$ cat src/rtl/pipeline_pkg.sv
// rtl/pipeline_pkg.sv - shared PC width, opcode constants and sequencer FSM states
package pipeline_pkg;
  localparam int          PC_W             = 32;
  localparam logic [31:0] DEFAULT_RESET_PC = 32'h0000_0000;

  localparam logic [5:0] OP_RTYPE = 6'b000000;
  localparam logic [5:0] OP_J     = 6'b000010;
  localparam logic [5:0] OP_BEQ   = 6'b000100;
  localparam logic [5:0] OP_HALT  = 6'b111111;

  typedef enum logic [1:0] {
    ST_BOOT      = 2'd0,
    ST_RUN       = 2'd1,
    ST_HALT_PEND = 2'd2,
    ST_HALT      = 2'd3
  } seq_state_t;
endpackage

$ cat src/rtl/pc_sequencer_if.sv
// rtl/pc_sequencer_if.sv - fetch sequencer control/status bundle between datapath and sequencer
interface pc_sequencer_if;
  import pipeline_pkg::*;

  logic              stall_i;
  logic              redirect_valid;
  logic [PC_W-1:0]   redirect_addr;
  logic              resume_i;
  logic [5:0]        fetch_opcode;
  logic [PC_W-1:0]   pc_out;
  logic [PC_W-1:0]   pc_plus_step;
  logic              fetch_valid;
  logic              flush;
  logic              halted;
  logic              misalign;
  logic [31:0]       fetch_count;
  logic [1:0]        state_dbg;

  modport master (
    output stall_i, redirect_valid, redirect_addr, resume_i, fetch_opcode,
    input  pc_out, pc_plus_step, fetch_valid, flush, halted, misalign,
           fetch_count, state_dbg
  );

  modport slave (
    input  stall_i, redirect_valid, redirect_addr, resume_i, fetch_opcode,
    output pc_out, pc_plus_step, fetch_valid, flush, halted, misalign,
           fetch_count, state_dbg
  );
endinterface

$ cat src/rtl/cycle_down_counter.sv
// rtl/cycle_down_counter.sv - 4-bit loadable down-counter with zero flag; saturates at zero
module cycle_down_counter #(
  parameter logic [3:0] RESET_VAL = 4'd1
) (
  input  logic       clk,
  input  logic       rst,
  input  logic       i_load,
  input  logic [3:0] i_load_val,
  input  logic       i_dec,
  output logic       o_zero
);
  logic [3:0] r_count;

  always_ff @(posedge clk or posedge rst) begin
    if (rst)
      r_count <= RESET_VAL;
    else if (i_load)
      r_count <= i_load_val;
    else if (i_dec && (r_count != 4'd0))
      r_count <= r_count - 4'd1;
  end

  assign o_zero = (r_count == 4'd0);
endmodule

$ cat src/rtl/pc_sequencer.sv
// rtl/pc_sequencer.sv - fetch PC sequencer: boot delay, +step, stall, redirect, halt drain and resume
module pc_sequencer
  import pipeline_pkg::*;
#(
  parameter logic [31:0] RESET_PC     = DEFAULT_RESET_PC,
  parameter int unsigned PC_STEP      = 4,
  parameter int unsigned BOOT_CYCLES  = 2,
  parameter int unsigned DRAIN_CYCLES = 3,
  parameter logic [5:0]  HALT_OPCODE  = OP_HALT
) (
  input  logic           clk,
  input  logic           rst,
  pc_sequencer_if.slave  bus
);
  localparam logic [3:0]  BOOT_LOAD  = 4'(BOOT_CYCLES - 1);
  localparam logic [3:0]  DRAIN_LOAD = 4'(DRAIN_CYCLES - 1);
  localparam logic [31:0] STEP       = 32'(PC_STEP);

  seq_state_t  r_state, w_state_nxt;
  logic [31:0] r_pc, w_pc_nxt;
  logic [31:0] r_fetch_count, w_count_nxt;
  logic        r_misalign, w_misalign_nxt;
  logic        w_cnt_load, w_cnt_dec, w_cnt_zero;
  logic        w_fetch_valid, w_flush;
  logic [31:0] w_redirect_pc;
  logic        w_redirect_mis;

  assign w_redirect_pc  = {bus.redirect_addr[31:2], 2'b00};
  assign w_redirect_mis = (bus.redirect_addr[1:0] != 2'b00);

  cycle_down_counter #(.RESET_VAL(BOOT_LOAD)) u_cnt (
    .clk        (clk),
    .rst        (rst),
    .i_load     (w_cnt_load),
    .i_load_val (DRAIN_LOAD),
    .i_dec      (w_cnt_dec),
    .o_zero     (w_cnt_zero)
  );

  always_comb begin
    w_state_nxt    = r_state;
    w_pc_nxt       = r_pc;
    w_count_nxt    = r_fetch_count;
    w_misalign_nxt = r_misalign;
    w_cnt_load     = 1'b0;
    w_cnt_dec      = 1'b0;
    w_fetch_valid  = (r_state == ST_RUN) && !bus.redirect_valid && !bus.stall_i;
    w_flush        = bus.redirect_valid && ((r_state == ST_RUN) || (r_state == ST_HALT_PEND));
    case (r_state)
      ST_BOOT: begin
        if (w_cnt_zero) w_state_nxt = ST_RUN;
        else            w_cnt_dec   = 1'b1;
      end
      ST_RUN: begin
        if (bus.redirect_valid) begin
          w_pc_nxt       = w_redirect_pc;
          w_misalign_nxt = r_misalign | w_redirect_mis;
        end else if (bus.stall_i) begin
          w_pc_nxt = r_pc;
        end else if (bus.fetch_opcode == HALT_OPCODE) begin
          // halt is not issued; wait for older branches to resolve first
          w_cnt_load  = 1'b1;
          w_state_nxt = ST_HALT_PEND;
        end else begin
          w_pc_nxt    = r_pc + STEP;
          w_count_nxt = r_fetch_count + 32'd1;
        end
      end
      ST_HALT_PEND: begin
        if (bus.redirect_valid) begin
          w_pc_nxt       = w_redirect_pc;
          w_misalign_nxt = r_misalign | w_redirect_mis;
          w_state_nxt    = ST_RUN;
        end else if (w_cnt_zero) begin
          w_state_nxt = ST_HALT;
        end else begin
          w_cnt_dec = 1'b1;
        end
      end
      ST_HALT: begin
        if (bus.resume_i) begin
          w_pc_nxt    = r_pc + STEP;
          w_state_nxt = ST_RUN;
        end
      end
      default: w_state_nxt = ST_BOOT;
    endcase
  end

  always_ff @(posedge clk or posedge rst) begin
    if (rst) begin
      r_state       <= ST_BOOT;
      r_pc          <= RESET_PC;
      r_fetch_count <= 32'd0;
      r_misalign    <= 1'b0;
    end else begin
      r_state       <= w_state_nxt;
      r_pc          <= w_pc_nxt;
      r_fetch_count <= w_count_nxt;
      r_misalign    <= w_misalign_nxt;
    end
  end

  assign bus.pc_out       = r_pc;
  assign bus.pc_plus_step = r_pc + STEP;
  assign bus.fetch_valid  = w_fetch_valid;
  assign bus.flush        = w_flush;
  assign bus.halted       = (r_state == ST_HALT);
  assign bus.misalign     = r_misalign;
  assign bus.fetch_count  = r_fetch_count;
  assign bus.state_dbg    = r_state;
endmodule
$ cat src/flat_wrapper.sv
// flat-port wrapper written by rule: the top's interface ports become plain ports
module pc_sequencer_flat import pipeline_pkg::*;
#(
  parameter logic [31:0] RESET_PC     = DEFAULT_RESET_PC,
  parameter int unsigned PC_STEP      = 4,
  parameter int unsigned BOOT_CYCLES  = 2,
  parameter int unsigned DRAIN_CYCLES = 3,
  parameter logic [5:0]  HALT_OPCODE  = OP_HALT
)
  (clk, rst, bus_stall_i, bus_redirect_valid, bus_redirect_addr, bus_resume_i, bus_fetch_opcode, bus_pc_out, bus_pc_plus_step, bus_fetch_valid, bus_flush, bus_halted, bus_misalign, bus_fetch_count, bus_state_dbg);
  pc_sequencer_if bus_i ();
  input  logic clk;
  input  logic rst;
  input wire logic [$bits(bus_i.stall_i)-1:0] bus_stall_i;
  input wire logic [$bits(bus_i.redirect_valid)-1:0] bus_redirect_valid;
  input wire logic [$bits(bus_i.redirect_addr)-1:0] bus_redirect_addr;
  input wire logic [$bits(bus_i.resume_i)-1:0] bus_resume_i;
  input wire logic [$bits(bus_i.fetch_opcode)-1:0] bus_fetch_opcode;
  output wire logic [$bits(bus_i.pc_out)-1:0] bus_pc_out;
  output wire logic [$bits(bus_i.pc_plus_step)-1:0] bus_pc_plus_step;
  output wire logic [$bits(bus_i.fetch_valid)-1:0] bus_fetch_valid;
  output wire logic [$bits(bus_i.flush)-1:0] bus_flush;
  output wire logic [$bits(bus_i.halted)-1:0] bus_halted;
  output wire logic [$bits(bus_i.misalign)-1:0] bus_misalign;
  output wire logic [$bits(bus_i.fetch_count)-1:0] bus_fetch_count;
  output wire logic [$bits(bus_i.state_dbg)-1:0] bus_state_dbg;
  assign bus_i.stall_i = bus_stall_i;
  assign bus_i.redirect_valid = bus_redirect_valid;
  assign bus_i.redirect_addr = bus_redirect_addr;
  assign bus_i.resume_i = bus_resume_i;
  assign bus_i.fetch_opcode = bus_fetch_opcode;
  assign bus_pc_out = bus_i.pc_out;
  assign bus_pc_plus_step = bus_i.pc_plus_step;
  assign bus_fetch_valid = bus_i.fetch_valid;
  assign bus_flush = bus_i.flush;
  assign bus_halted = bus_i.halted;
  assign bus_misalign = bus_i.misalign;
  assign bus_fetch_count = bus_i.fetch_count;
  assign bus_state_dbg = bus_i.state_dbg;
  pc_sequencer #(.RESET_PC(RESET_PC), .PC_STEP(PC_STEP), .BOOT_CYCLES(BOOT_CYCLES), .DRAIN_CYCLES(DRAIN_CYCLES), .HALT_OPCODE(HALT_OPCODE)) u_core (.clk(clk), .rst(rst), .bus(bus_i));
endmodule
$ cat config.mk
export PLATFORM = sky130hd
export DESIGN_NAME = pc_sequencer_flat
export DESIGN_NICKNAME = d
export VERILOG_FILES = /design/src/rtl/pipeline_pkg.sv /design/src/rtl/pc_sequencer_if.sv /design/src/rtl/cycle_down_counter.sv /design/src/rtl/pc_sequencer.sv /design/src/flat_wrapper.sv
export SDC_FILE = /design/constraint.sdc
export NUM_CORES = 1
export LEC_CHECK = 0
export ABC_AREA = 1
export CAP_MARGIN = 20
export CORE_MARGIN = 2
export CORE_UTILIZATION = 40
export CTS_BUF_LIST = sky130_fd_sc_hd__clkbuf_4
export DETAILED_ROUTE_END_ITERATION = 8
export PLACE_DENSITY = 0.76
export SLEW_MARGIN = 20
export SYNTH_ARGS = -nofsm -noshare
export SYNTH_HDL_FRONTEND = slang
export SYNTH_SLANG_ARGS = --single-unit
$ cat constraint.sdc
create_clock -name clk -period 2.1 [get_ports clk]
set_input_delay 0.315 -clock clk [delete_from_list [all_inputs] [get_ports clk]]
set_output_delay 0.315 -clock clk [all_outputs]
set_load 0.01 [all_outputs]
==> flow_summary.json <==
{
  "die_x_um": 115,
  "cts_max_level": 3,
  "timing.final.ws_setup_ps": -211,
  "drt_wl_total_um": 16100,
  "fill_cells": 1010,
  "root_buffer": "clkbuf_4",
  "ff2ff_path_depth": 10,
  "drt-pass1-iter-count": 5,
  "leakage_nw": 3.65,
  "required_ps": 1780,
  "endpoint_kind": "output port",
  "yosysSeqAreaShare_pct": 35.3,
  "worstSetupPathType": "register to output port",
  "clockBufferDepth": 2,
  "regToRegEndpoint": "u_core.bus.pc_out[27]",
  "vias_per_cell": 4.88,
  "finalHoldViolCount": 0,
  "synth_area_leaders": "dfrtp_1 (35%), nand2_1 (20%), nor2_1 (10%)",
  "synth_cell_types": 40,
  "status": "complete, but fails checks",
  "p_clk_share_pct": 9.2,
  "routabilityCongestion": 0.916,
  "antenna_found_initial": 0,
  "drive_gt1_share_pct": 24.3,
  "p_int_w": 0.00480,
  "clock_sinks": 69,
  "hold_class": "input pin to async pin",
  "drv_slew": 0,
  "synthDominantCellAreaShare_pct": 34.8,
  "ioPinCount": 145,
  "area_delta_synth_final_pct": 54.8,
  "syn_inst": 739,
  "vias": 5530,
  "slew_headroom_pct": 66.6,
  "final-setup-viol-count": 24,
  "worstSetupStartpointType": "register",
  "clkSlewWorstSetupHoldPaths_ps": 120,
  "worst_slew_pin_slew_ps": 496,
  "rrSetupSlack_ps": 170,
  "fin_nets": 1033,
  "cts_buffers": 9,
  "vdd_drop_max_mv": 0.493,
  "grt_pass1_vias": 5471,
  "drc_errors": 0,
  "grt_pass1_wl_um": 25700,
  "grt_setup_unrepaired": "yes",
  "utilization_pct": 63.4,
  "ant_nets": 0,
  "syn_avg_cell_area_um2": 6.63,
  "r2r_start": "u_core.bus.state_dbg[0]",
  "comb_power_share_pct": 65.9,
  "skew_ps": 20.5,
  "yosysTopAreaCell": "dfrtp_1",
  "dp_hpwl_um": 10900,
  "power_density_mw_per_mm2": 1140,
  "hold_slack_ps": 259,
  "finalCriticalPeriod_ps": 2310,
  "syn_area_mm2": 0.00490,
  "io_buffers": 140,
  "p_sw_w": 0.00381,
  "drtIter0Drc": 383,
  "start_util_pct": 40.9,
  "final_area_mm2": 0.00758,
  "clk_latency_ps": 430,
  "pwr-share-seq_pct": 24.9,
  "num_rows": 40,
  "violations": "setup timing",
  "ys_async_sr_fraction_pct": 100,
  "die_area_mm2": 0.0131,
  "track_usage_pct": 24.5,
  "p_sw_share_pct": 44.3,
  "synthFlopType": "dfrtp_1",
  "critPathMaxFanout": 3,
  "n_antenna_cell": 0,
  "grt_max_degree": 70,
  "finalCritPeriodShare_pct": 110,
  "die-height_um": 115,
  "gr-total-overflow": 0,
  "cts_tree": "done",
  "dpl_cell_area_mm2": 0.00687,
  "avgRoutedWirePerCell_um": 14.2,
  "synth_edf_count": 0,
  "crit_arrival_ps": 2000,
  "ys_warn_count": 0,
  "cts_hold_buf": 0,
  "fmax_mhz": 433,
  "fp.coreArea_mm2": 0.0120,
  "max_cap_violations": 0,
  "ys_ff_latch": 69
}
==> critical path, cell delays in order, from the launching register on <==
cell,delay [ps]
dfrtp_1,450
ha_4,180
nand2_4,60
buf_6,120
inv_4,40
nand3_2,70
nor2_1,110
buf_4,150
nand2_2,70
nand2_2,90
and2_1,120
buf_2,120
==> power by group through the flow <==
stage,Sequential (W),Combinational (W),Clock [W]
floorplan,0.00238,0.00218,0
global placement,0.00214,0.00495,0
detailed placement,0.00216,0.00501,0
CTS,0.00210,0.00533,0.000811
global route,0.00219,0.00618,0.000882
finish,0.00214,0.00568,0.000795
==> worst max path at each step <==
| stage | slack [ps] | cells after the start | from | endpoint |
|---|---|---|---|---|
| 5_1_grt | -330 | 10 | u_core.bus.pc_out[2] | bus_pc_plus_step[26] |
| 3_5_place_dp | -150 | 9 | u_core.bus.pc_out[2] | bus_pc_plus_step[26] |
| 2_1_floorplan | 50 | 1 | rst | u_core.bus.fetch_count[0] |
| 6_report | -210 | 11 | u_core.bus.pc_out[3] | bus_pc_plus_step[24] |
| 4_1_cts | -190 | 9 | u_core.bus.pc_out[3] | bus_pc_plus_step[26] |
| 3_3_place_gp | -110 | 9 | u_core.bus.pc_out[2] | bus_pc_plus_step[26] |
==> final cells by class <==
class                      count  area, µm²  share of cell area [%]
clock inverter                 2       10.0                   0.132
inverter                      79        299                    3.94
tap                          147        184                    2.43
clock buffer                  14        105                    1.39
timing repair buffer         246       2190                    28.9
sequential                    69       1730                    22.8
multi-input combinational    576       3060                    40.4
==> placed cells by master, fill, tap and decap left out, types with 7 or more instances in the layout <==
cell type	n
buf_6	19
nor2_1	121
o21ai_0	11
nand2_2	25
xnor2_1	8
nand3_1	29
ha_1	7
a21oi_1	24
clkdlybuf4s50_1	109
nand2_1	235
nand3_2	7
dfrtp_1	68
nor2_2	12
buf_4	89
xor2_1	12
nor2_4	17
nand3b_1	12
clkbuf_4	14
nor3_1	8
inv_1	75
buf_2	22
==> per-layer routing <==
layer  GRT usage [%]  vias up  routed length [µm]
met1            30.1     2510                6650
met2            42.6      238                7890
met4            8.78        0                 408
met5               0        -                   0
li1                -     2748                   -
met3            4.92       34                1170
==> cell families after synthesis <==
logic type	Yosys count	synth area share, %
AO/OA/AOI/OAI	45	4.91
buffers and inverters	97	8.23
other	1	0.0766
XOR/XNOR	30	5.67
AND/OR/NAND/NOR	488	43.5
flip-flops	69	35.3
adder cells (fa/ha/maj)	9	2.30
==> cells in the mapped netlist, types with 2 or more instances <==
cell type	count
nor2_4	9
o21ai_0	12
nand3b_1	12
nor2_2	9
xor2_1	17
xor2_2	2
a22oi_1	2
nand4_1	5
nand2_2	8
buf_4	6
a21oi_1	24
clkbuf_1	4
nand3_1	35
ha_1	9
nor3_1	8
xnor2_1	11
o21ai_1	3
nand2_1	256
inv_1	77
buf_2	7
nor2_1	132
dfrtp_1	68
and2_1	6
==> timing repair <==
item | 4_1_cts | 5_1_grt
gates cloned | 0 | 0
pin swaps | 36 | 30
buffers inserted | 39 | 10
gates resized for setup | 165 | 38
endpoints found under the setup margin | 30 | 30
==> per-stage QoR <==
step	setup TNS (ps)	total power [W]	worst slack (ps)	cells
4_1_cts	-1630	0.00824	-194	1125
5_1_grt	-5770	0.00925	-327	1133
6_report	-3100	0.00861	-211	1133
3_3_place_gp	-286	0.00710	-107	1070
2_1_floorplan	0	0.00456	46.8	742
3_5_place_dp	-714	0.00717	-151	1070
==> registers in the layout, summed over array words and instances, names as in the netlist <==
name and cells:
u_core.bus.misalign 1, u_core.bus.pc_out 30, u_core.u_cnt.r_count 4, u_core.bus.state_dbg 2, u_core.bus.fetch_count 32
(Power assumes the default switching activity.)
==> RTL edit, RTL diff (same flow settings) <==
Make the reset (`rst`) synchronous in 2 clocked blocks.
--- a/src/rtl/cycle_down_counter.sv
+++ b/src/rtl/cycle_down_counter.sv
@@ -12,5 +12,5 @@
   logic [3:0] r_count;
 
-  always_ff @(posedge clk or posedge rst) begin
+  always_ff @(posedge clk) begin
     if (rst)
       r_count <= RESET_VAL;
--- a/src/rtl/pc_sequencer.sv
+++ b/src/rtl/pc_sequencer.sv
@@ -88,5 +88,5 @@
   end
 
-  always_ff @(posedge clk or posedge rst) begin
+  always_ff @(posedge clk) begin
     if (rst) begin
       r_state       <= ST_BOOT;
Function: differs if rst is asserted again (counterexample within 4 cycles, from zero or initial values and one cycle with rst high); with rst held inactive, the same outputs for 10 cycles.
==> RTL edit against the unedited design <==
The flow still finishes with violations (setup timing); total power shrank 31%; critical path depth decreased by 2; first-iteration DRC count is 8.6% lower; sequential cell count unchanged; routed wire length decreased by 2.0%; synthesized area shrank 5.7%; design area shrank 6.4%; worst setup slack improved by 0.085 ns; critical endpoint unchanged; largest cell class unchanged; highest routed layer unchanged.
==> RTL edit: results (changes against the unedited design) <==
h-tree-depth: 3  # unchanged
num-fill-cells: 1023  # +1.3%
dp.final_hpwl_mm: 11.0  # +0.44%
fin_ws_ns: -0.126  # +0.0846 ns
routabilityCongestion: 0.864  # -5.6%
cp_max_fo: 6  # +3
numCtsBuffers: 9  # unchanged
track_usage_pct: 24.2  # -0.31 points
vias: 5663  # +2.4%
endpoint: "bus_pc_plus_step[24]"
clock_latency_ns: 0.43  # about the same
synthTopCellsByArea: "dfxtp_1, nand2_1, nor2_1, inv_1, a21oi_1"
wl_per_cell_microns: 14.0  # -1.8%
grt_pass1_wl_mm: 25.0  # -2.9%
grt_max_degree: 31  # -56%
largest_reg_flops: 32  # unchanged
place_area_sq_um: 6420  # -6.5%
drive_gt1_share_pct: 21.7  # -2.7 points
diodes: 0  # unchanged
use_met1_pct: 29.5  # -0.65 points
ys_types: 33  # -18%
synthCells: 779  # +5.4%
synth_top_cells_by_count: "nand2_1, nor2_1, inv_1, dfxtp_1, a21oi_1"
clockBufferDepth: 2  # unchanged
io_buffers: 140  # unchanged
start_kind: "flip-flop"
cts-root-buf: "clkbuf_4"
timing.rr.end: "u_core.bus.pc_out[14]$_SDFFE_PP0P_"
ys_seq_area_share_pct: 29.9  # -5.4 points
async_flop_share_pct: 0  # -100 points
peakVddDrop_uv: 481  # -2.6%
routed_wl_mm: 15.8  # -2.0%
setup_tns_ns: -0.888  # +2.21 ns
cts.clk_slew.worst_paths_ns: 0.12  # about the same
power.leakage_nw: 3.03  # -17%
r2r_cells: 14  # +4
status: "finished with violations"
p_int_mw: 3.45  # -28%
grt_pass1_vias: 5331  # -2.6%
first_pass_iters: 6  # +1
grt_use_met2_pct: 42.4  # -0.29 points
dp.cells: 1085  # +1.4%
setup_violations: 15  # -38%
regToRegSetupSlack_ns: 0.09  # -0.08 ns
rr_startpoint: "u_core.bus.pc_out[3]$_SDFFE_PP0P_"
fin_skew_ns: 0.0163  # -0.00424 ns
met3_usage_pct: 4.84  # -0.078 points
drt_iter0_markers: 350  # -8.6%
hold_class: "reg -> reg"
min_path_cells: 2
violations: "setup timing"
synth_warnings: 0  # unchanged
fin_nets: 1036  # +0.29%
antenna_found_initial: 0  # unchanged
place_ws_ns: -0.0492  # +0.102 ns
==> RTL edit: changes by cell type in the layout (fill, tap and decap cells not counted), moves of 8 or more <==
cell	delta
dfrtp_1	-68
nand2_1	+23
a21oi_1	+35
nand3b_1	-10
dfxtp_2	+16
dfxtp_4	+8
nor2_1	-10
o21ai_0	+20
dfxtp_1	+45
buf_4	-25
==> RTL edit: area by class of cell <==
type,count,area [sq um],share of cell area (%)
Tap cell,143,179,2.52
Timing Repair Buffer,215,1960,27.6
Multi-Input combinational cell,604,3070,43.3
Inverter,85,319,4.50
Clock buffer,9,67.6,0.953
Sequential cell,69,1430,20.2
Clock inverter,6,65.1,0.917
==> RTL edit: repair_timing <==
item,CTS,global route
setup buffers,19,13
hold buffers,0,0
resized for setup,158,63
pin swaps,21,36
endpoints found under the setup margin,30,23
==> RTL edit: worst min path at each step <==
stage | slack [ns] | startpoint | to
floorplan | 0.47 | u_core.bus.misalign$_SDFFE_PP0P_ | u_core.bus.misalign$_SDFFE_PP0P_
global placement | 0.44 | u_core.bus.misalign$_SDFFE_PP0P_ | u_core.bus.misalign$_SDFFE_PP0P_
detailed placement | 0.45 | u_core.bus.misalign$_SDFFE_PP0P_ | u_core.bus.misalign$_SDFFE_PP0P_
CTS | 0.47 | u_core.bus.misalign$_SDFFE_PP0P_ | u_core.bus.misalign$_SDFFE_PP0P_
global route | 0.47 | bus_redirect_addr[18] | u_core.bus.pc_out[18]$_SDFFE_PP0P_
finish | 0.47 | u_core.bus.misalign$_SDFFE_PP0P_ | u_core.bus.misalign$_SDFFE_PP0P_
==> RTL edit: per-layer routing <==
| layer | wire length [microns] | up-vias | part of all wire [%] |
|---|---|---|---|
| met1 | 6600 | 2591 | 42 |
| li1 | - | 2825 | - |
| met2 | 7800 | 212 | 49 |
| met3 | 969 | 35 | 6.1 |
| met4 | 425 | 0 | 2.7 |
| met5 | 0 | - | 0 |
==> RTL edit: critical path, cell delays in order (launching register included) <==
cell and delay [ns]:
dfxtp_4 0.39, ha_4 0.15, nand2_4 0.06, nor2_4 0.15, nand2_4 0.14, buf_6 0.16, nor2_4 0.10, nand3_1 0.12
nand2_2 0.12, buf_6 0.11
==> RTL edit: cell families (layout without fill, tap and decap cells) <==
family | Yosys count | count (layout) | synth area share [%]
simple gates | 477 | 477 | 43.1
buf+inv | 109 | 315 | 9.94
compound gates | 97 | 97 | 10.9
flops | 69 | 69 | 29.9
xor+xnor | 17 | 17 | 3.55
fa+ha+maj | 9 | 9 | 2.44
other cells | 1 | 4 | 0.0812
==> RTL edit: power groups by stage <==
stage	registers, mW	logic, mW	clock network (mW)
global placement	1.80	2.94	0
floorplan	1.89	1.43	0
global route	1.90	3.47	0.949
CTS	1.82	2.96	0.895
detailed placement	1.80	2.97	0
finish	1.87	3.17	0.862
